--- config.mk ---
export PLATFORM = sky130hd
export DESIGN_NAME = issue_ctrl
export DESIGN_NICKNAME = d
export VERILOG_FILES = /design/src/rtl/issue_ctrl.sv
export SDC_FILE = /design/constraint.sdc
export NUM_CORES = 1
export LEC_CHECK = 0
export CORE_MARGIN = 3
export CORE_UTILIZATION = 44
export DETAILED_ROUTE_END_ITERATION = 6
export GPL_ROUTABILITY_DRIVEN = 0
export GPL_TIMING_DRIVEN = 0
export PLACE_DENSITY = 0.81
export REMOVE_ABC_BUFFERS = 1
export SYNTH_ARGS = -nofsm -noshare
export SYNTH_HDL_FRONTEND = slang
export SYNTH_SLANG_ARGS = --single-unit
--- constraint.sdc ---
create_clock -name clk -period 2.85 [get_ports clk]
set_clock_uncertainty 0.05 [all_clocks]
set_input_delay 0.57 -clock clk [delete_from_list [all_inputs] [get_ports clk]]
set_output_delay 0.57 -clock clk [all_outputs]
set_load 0.01 [all_outputs]
--- src/rtl/issue_ctrl.sv ---
// Single-entry issue buffer with RAW/WAW/writeback-port hazard checks.
// Optional stall counter enabled by defining ISSUE_STALL_CNT_EN.
module issue_ctrl (
  input  logic        clk,
  input  logic        rst,
  input  logic        in_valid,
  output logic        in_ready,
  input  logic [4:0]  in_regA,
  input  logic [4:0]  in_regB,
  input  logic [4:0]  in_regC,
  input  logic        in_useB,
  input  logic [1:0]  in_unit,
  input  logic [0:31] pendente,
  input  logic        flush,
  output logic        iss_valid,
  output logic [4:0]  iss_regC,
  output logic [1:0]  iss_unit,
  output logic        iss_we,
  output logic [15:0] stall_cycles
);

  localparam logic [1:0] UnitAlu   = 2'b00;
  localparam logic [1:0] UnitLoad  = 2'b01;
  localparam logic [1:0] UnitStore = 2'b10;
  localparam logic [1:0] UnitMul   = 2'b11;

  typedef enum logic [1:0] {StEmpty, StFull, StStall} state_e;

  state_e     state_q, state_d;
  logic [4:0] rega_q, regb_q, regc_q;
  logic       useb_q;
  logic [1:0] unit_q;
  logic [4:0] res_q, res_d;

  logic       buf_valid, is_store, raw, waw, struct_haz, hazard, issue_now, accept;
  logic [4:0] wb_onehot;

  assign buf_valid = (state_q != StEmpty);
  assign is_store  = (unit_q == UnitStore);

  // Register 0 is hardwired, so it never blocks on the scoreboard.
  assign raw = ((rega_q != 5'd0) && pendente[rega_q]) ||
               (useb_q && (regb_q != 5'd0) && pendente[regb_q]) ||
               (is_store && (regc_q != 5'd0) && pendente[regc_q]);
  assign waw = !is_store && (regc_q != 5'd0) && pendente[regc_q];

  // res[k] marks the writeback port taken k cycles from now.
  always_comb begin
    struct_haz = 1'b0;
    wb_onehot  = 5'b00000;
    unique case (unit_q)
      UnitAlu:   begin struct_haz = res_q[2]; wb_onehot = 5'b00010; end
      UnitLoad:  begin struct_haz = res_q[3]; wb_onehot = 5'b00100; end
      UnitStore: begin struct_haz = 1'b0;     wb_onehot = 5'b00000; end
      UnitMul:   begin struct_haz = 1'b0;     wb_onehot = 5'b10000; end
      default:   begin struct_haz = 1'b0;     wb_onehot = 5'b00000; end
    endcase
  end

  assign hazard    = raw || waw || struct_haz;
  assign issue_now = rst && buf_valid && !flush && !hazard;
  assign in_ready  = rst && (!buf_valid || issue_now) && !flush;
  assign accept    = in_valid && in_ready;

  assign iss_valid = issue_now;
  assign iss_regC  = (rst && buf_valid) ? regc_q : 5'd0;
  assign iss_unit  = (rst && buf_valid) ? unit_q : 2'd0;
  assign iss_we    = rst && buf_valid && !is_store;

  always_comb begin
    state_d = state_q;
    if (flush) begin
      state_d = StEmpty;
    end else if (buf_valid) begin
      if (issue_now) state_d = accept ? StFull : StEmpty;
      else           state_d = StStall;
    end else if (accept) begin
      state_d = StFull;
    end
  end

  assign res_d = {1'b0, res_q[4:1]} | (issue_now ? wb_onehot : 5'b00000);

  always_ff @(posedge clk) begin
    if (!rst) begin
      state_q <= StEmpty;
      res_q   <= 5'd0;
      rega_q  <= 5'd0;
      regb_q  <= 5'd0;
      regc_q  <= 5'd0;
      useb_q  <= 1'b0;
      unit_q  <= 2'd0;
    end else begin
      state_q <= state_d;
      res_q   <= res_d;
      if (accept) begin
        rega_q <= in_regA;
        regb_q <= in_regB;
        regc_q <= in_regC;
        useb_q <= in_useB;
        unit_q <= in_unit;
      end
    end
  end

`ifdef ISSUE_STALL_CNT_EN
  logic [15:0] stall_q;
  always_ff @(posedge clk) begin
    if (!rst) begin
      stall_q <= 16'd0;
    end else if (buf_valid && !issue_now && !flush && (stall_q != 16'hFFFF)) begin
      stall_q <= stall_q + 16'd1;
    end
  end
  assign stall_cycles = stall_q;
`else
  assign stall_cycles = 16'd0;
`endif

endmodule

==> results.json <==
{
  "p_sw_frac": 0.303,
  "fin_area_sq_um": 2710,
  "globalRouteOverflowTotal": 0,
  "internal_power_mw": 0.599,
  "worst-path-buf-inv": 1,
  "clock_path_buffers": 2,
  "violations": "negative setup slack",
  "worstPathRequired_ps": 2230,
  "fin_util": 0.613,
  "setup_ws_ps": -210,
  "die-width_um": 73.9,
  "p_switching_mw": 0.260,
  "num_vias": 1794,
  "wl_mm": 5.37,
  "antenna_found_initial": 0,
  "crit_type": "flip-flop to output pin",
  "crit_path_max_incr_delay_ps": 520,
  "slew_headroom": 0.619,
  "max_clock_freq_mhz": 327,
  "total_power_mw": 0.860,
  "fillers": 375,
  "area_delta_synth_final_pct": 33.4,
  "async_flop_share": 0,
  "clkPwrFrac": 0.244,
  "arrival_ps": 2440,
  "worstMarginPinSlew_ps": 570,
  "powerDensity_nw_per_um2": 318,
  "power.leakage_nw": 1.25,
  "syn_inst": 209,
  "slowest_stage": "or4_4",
  "final_nets": 329,
  "timing_hold_violations_final": 0,
  "die-area_sq_um": 5460,
  "ant_nets": 0,
  "drc_errors": 0,
  "placed_area_sq_um": 2540,
  "vdd_drop_max_mv": 0.193,
  "path_delay_family": "simple AND/OR/NAND/NOR gates",
  "place_inst": 309,
  "outcome": "finished with violations",
  "grt_pass1_vias": 1727,
  "cp_cell_sequence": "mux4_2, a22o_1, or4_4, nand2_2, o211ai_1, a21boi_1, buf_2",
  "synth_area_per_cell_sq_um": 9.71,
  "htree_levels": 1,
  "worst-path-max-fanout": 4,
  "max_cap_viol_count": 0,
  "seqPwrFrac": 0.432,
  "synth-seq-cells": 23,
  "die_h_um": 73.9,
  "fin_crit_sh": 1.07,
  "cts.clk_slew.worst_paths_ps": 90,
  "cts.sinks": 23,
  "numCtsBuffers": 3,
  "fin_cells": 326,
  "setup_viol": 2,
  "combPwrFrac": 0.325,
  "cp-end-kind": "output pin",
  "rsz0062_at_grt": "yes",
  "synth.most_common_cell": "mux2i_1",
  "setup.worst_path.start_class": "flip-flop",
  "cts_root_buf": "clkbuf_8",
  "cts_tree": "done",
  "seq_area_sq_um": 477,
  "fin_crit_ps": 3060,
  "core_sq_um": 4410,
  "synth_top_cell_area_share": 0.227,
  "start_util": 0.460,
  "portBuffers": 63,
  "ys_types": 49,
  "ys_warn_count": 0,
  "synth_edf_count": 0,
  "dp_slack_ps": -1300,
  "synth_top_cell_by_area": "dfxtp_1",
  "boundaryPins": 80,
  "synth_common_cells": "29 x mux2i_1, 24 x nand2_1, 23 x dfxtp_1, 23 x inv_1, 18 x buf_4",
  "drv_slew": 0,
  "wl_per_cell_um": 16.5,
  "clk_latency_ps": 270,
  "multiInputGateArea_sq_um": 1360,
  "drt-pass1-iter-count": 4,
  "row_count": 24,
  "setup_tns_ps": -308,
  "grt_pass1_wl_mm": 8.20,
  "seq_area_frac_synth": 0.227,
  "hpwlAfterDp_mm": 3.87,
  "whs_ps": 416,
  "n_antenna_cell": 0,
  "viasPerCell": 5.50,
  "grt_max_degree": 28,
  "syn_area_sq_um": 2030,
  "drtIter0Drc": 127,
  "ys.flop_type": "dfxtp_1",
  "grt_usage": 0.192,
  "hold_class": "flip-flop to flip-flop",
  "drive_above_1_share": 0.266,
  "synth_area_leaders": "dfxtp_1 23%, mux4_2 16%, mux2i_1 14%"
}
metal layers:
metal  track usage  vias up  share of wire
met3        0.0274        6          0.082
met2         0.338       94           0.51
met5             0        -              0
met4        0.0382        0         0.0071
met1         0.251      842           0.41
li1              -      852              -
cells by family (layout without fill, tap and decap cells):
group / Yosys count / after routing / share of synthesized area
other: 1 / 16 / 0.00185
muxes: 49 / 49 / 0.369
buffers and inverters: 53 / 103 / 0.159
AOI/OAI and AO/OA: 19 / 19 / 0.0764
DFF: 23 / 23 / 0.227
and+or+nand+nor: 64 / 64 / 0.167
cell type report:
| type | count | area share |
|---|---|---|
| flip-flops and latches | 23 | 0.176 |
| well taps | 52 | 0.0240 |
| clock inverters | 1 | 0.00185 |
| clock buffers | 3 | 0.0153 |
| repair buffers | 76 | 0.247 |
| inverters | 23 | 0.0319 |
| multi-input cells | 148 | 0.503 |
flip-flops by register name (all words and copies together), names as in the netlist:
register  count
useb_q        1
rega_q        5
regb_q        5
state_q       2
unit_q        2
res_q         3
regc_q        5
layout by cell type (no fill, tap or decap), types with 2 or more instances in the layout:
| cell | instances |
|---|---|
| a21oi_1 | 2 |
| a22oi_1 | 2 |
| and2_1 | 2 |
| and2b_1 | 2 |
| and3_1 | 8 |
| buf_12 | 2 |
| buf_2 | 11 |
| buf_4 | 11 |
| clkbuf_2 | 7 |
| clkbuf_8 | 3 |
| clkdlybuf4s15_1 | 9 |
| clkdlybuf4s50_1 | 30 |
| conb_1 | 16 |
| dfxtp_1 | 18 |
| dfxtp_4 | 4 |
| dlygate4sd2_1 | 2 |
| dlymetal6s2s_1 | 3 |
| inv_1 | 23 |
| mux2i_1 | 29 |
| mux4_1 | 3 |
| mux4_2 | 16 |
| nand2_1 | 23 |
| nand3_1 | 2 |
| nor2_1 | 7 |
| nor2b_1 | 4 |
| o211ai_1 | 2 |
worst paths after layout:
check / end / from / depth (start not counted) / slack [ps]
setup / recovery: in_ready / regb_q[0]$_SDFFE_PN0P_ / 7 / -210
hold / removal: res_q[3]$_SDFF_PN0_ / res_q[4]$_SDFF_PN0_ / 1 / 420
setup reg to reg: rega_q[3]$_SDFFE_PN0P_ / regb_q[0]$_SDFFE_PN0P_ / 8 / 330
hold reg to reg: res_q[3]$_SDFF_PN0_ / res_q[4]$_SDFF_PN0_ / 1 / 420
power by group through the flow:
| stage | sequential (mW) | clock (mW) | combinational, mW |
|---|---|---|---|
| 6_report | 0.371 | 0.209 | 0.279 |
| 5_1_grt | 0.375 | 0.224 | 0.302 |
| 4_1_cts | 0.373 | 0.216 | 0.256 |
| 3_5_place_dp | 0.383 | 0 | 0.251 |
| 3_3_place_gp | 0.381 | 0 | 0.246 |
| 2_1_floorplan | 0.371 | 0 | 0.138 |
repair_timing:
action                     in CTS  in global routing
hold buffers                    0                  0
pin swaps                       9                  8
resized for setup              83                 32
setup endpoints to repair      30                 20
setup buffers                   6                  7
No activity file was read; power rests on OpenSTA's default activity.
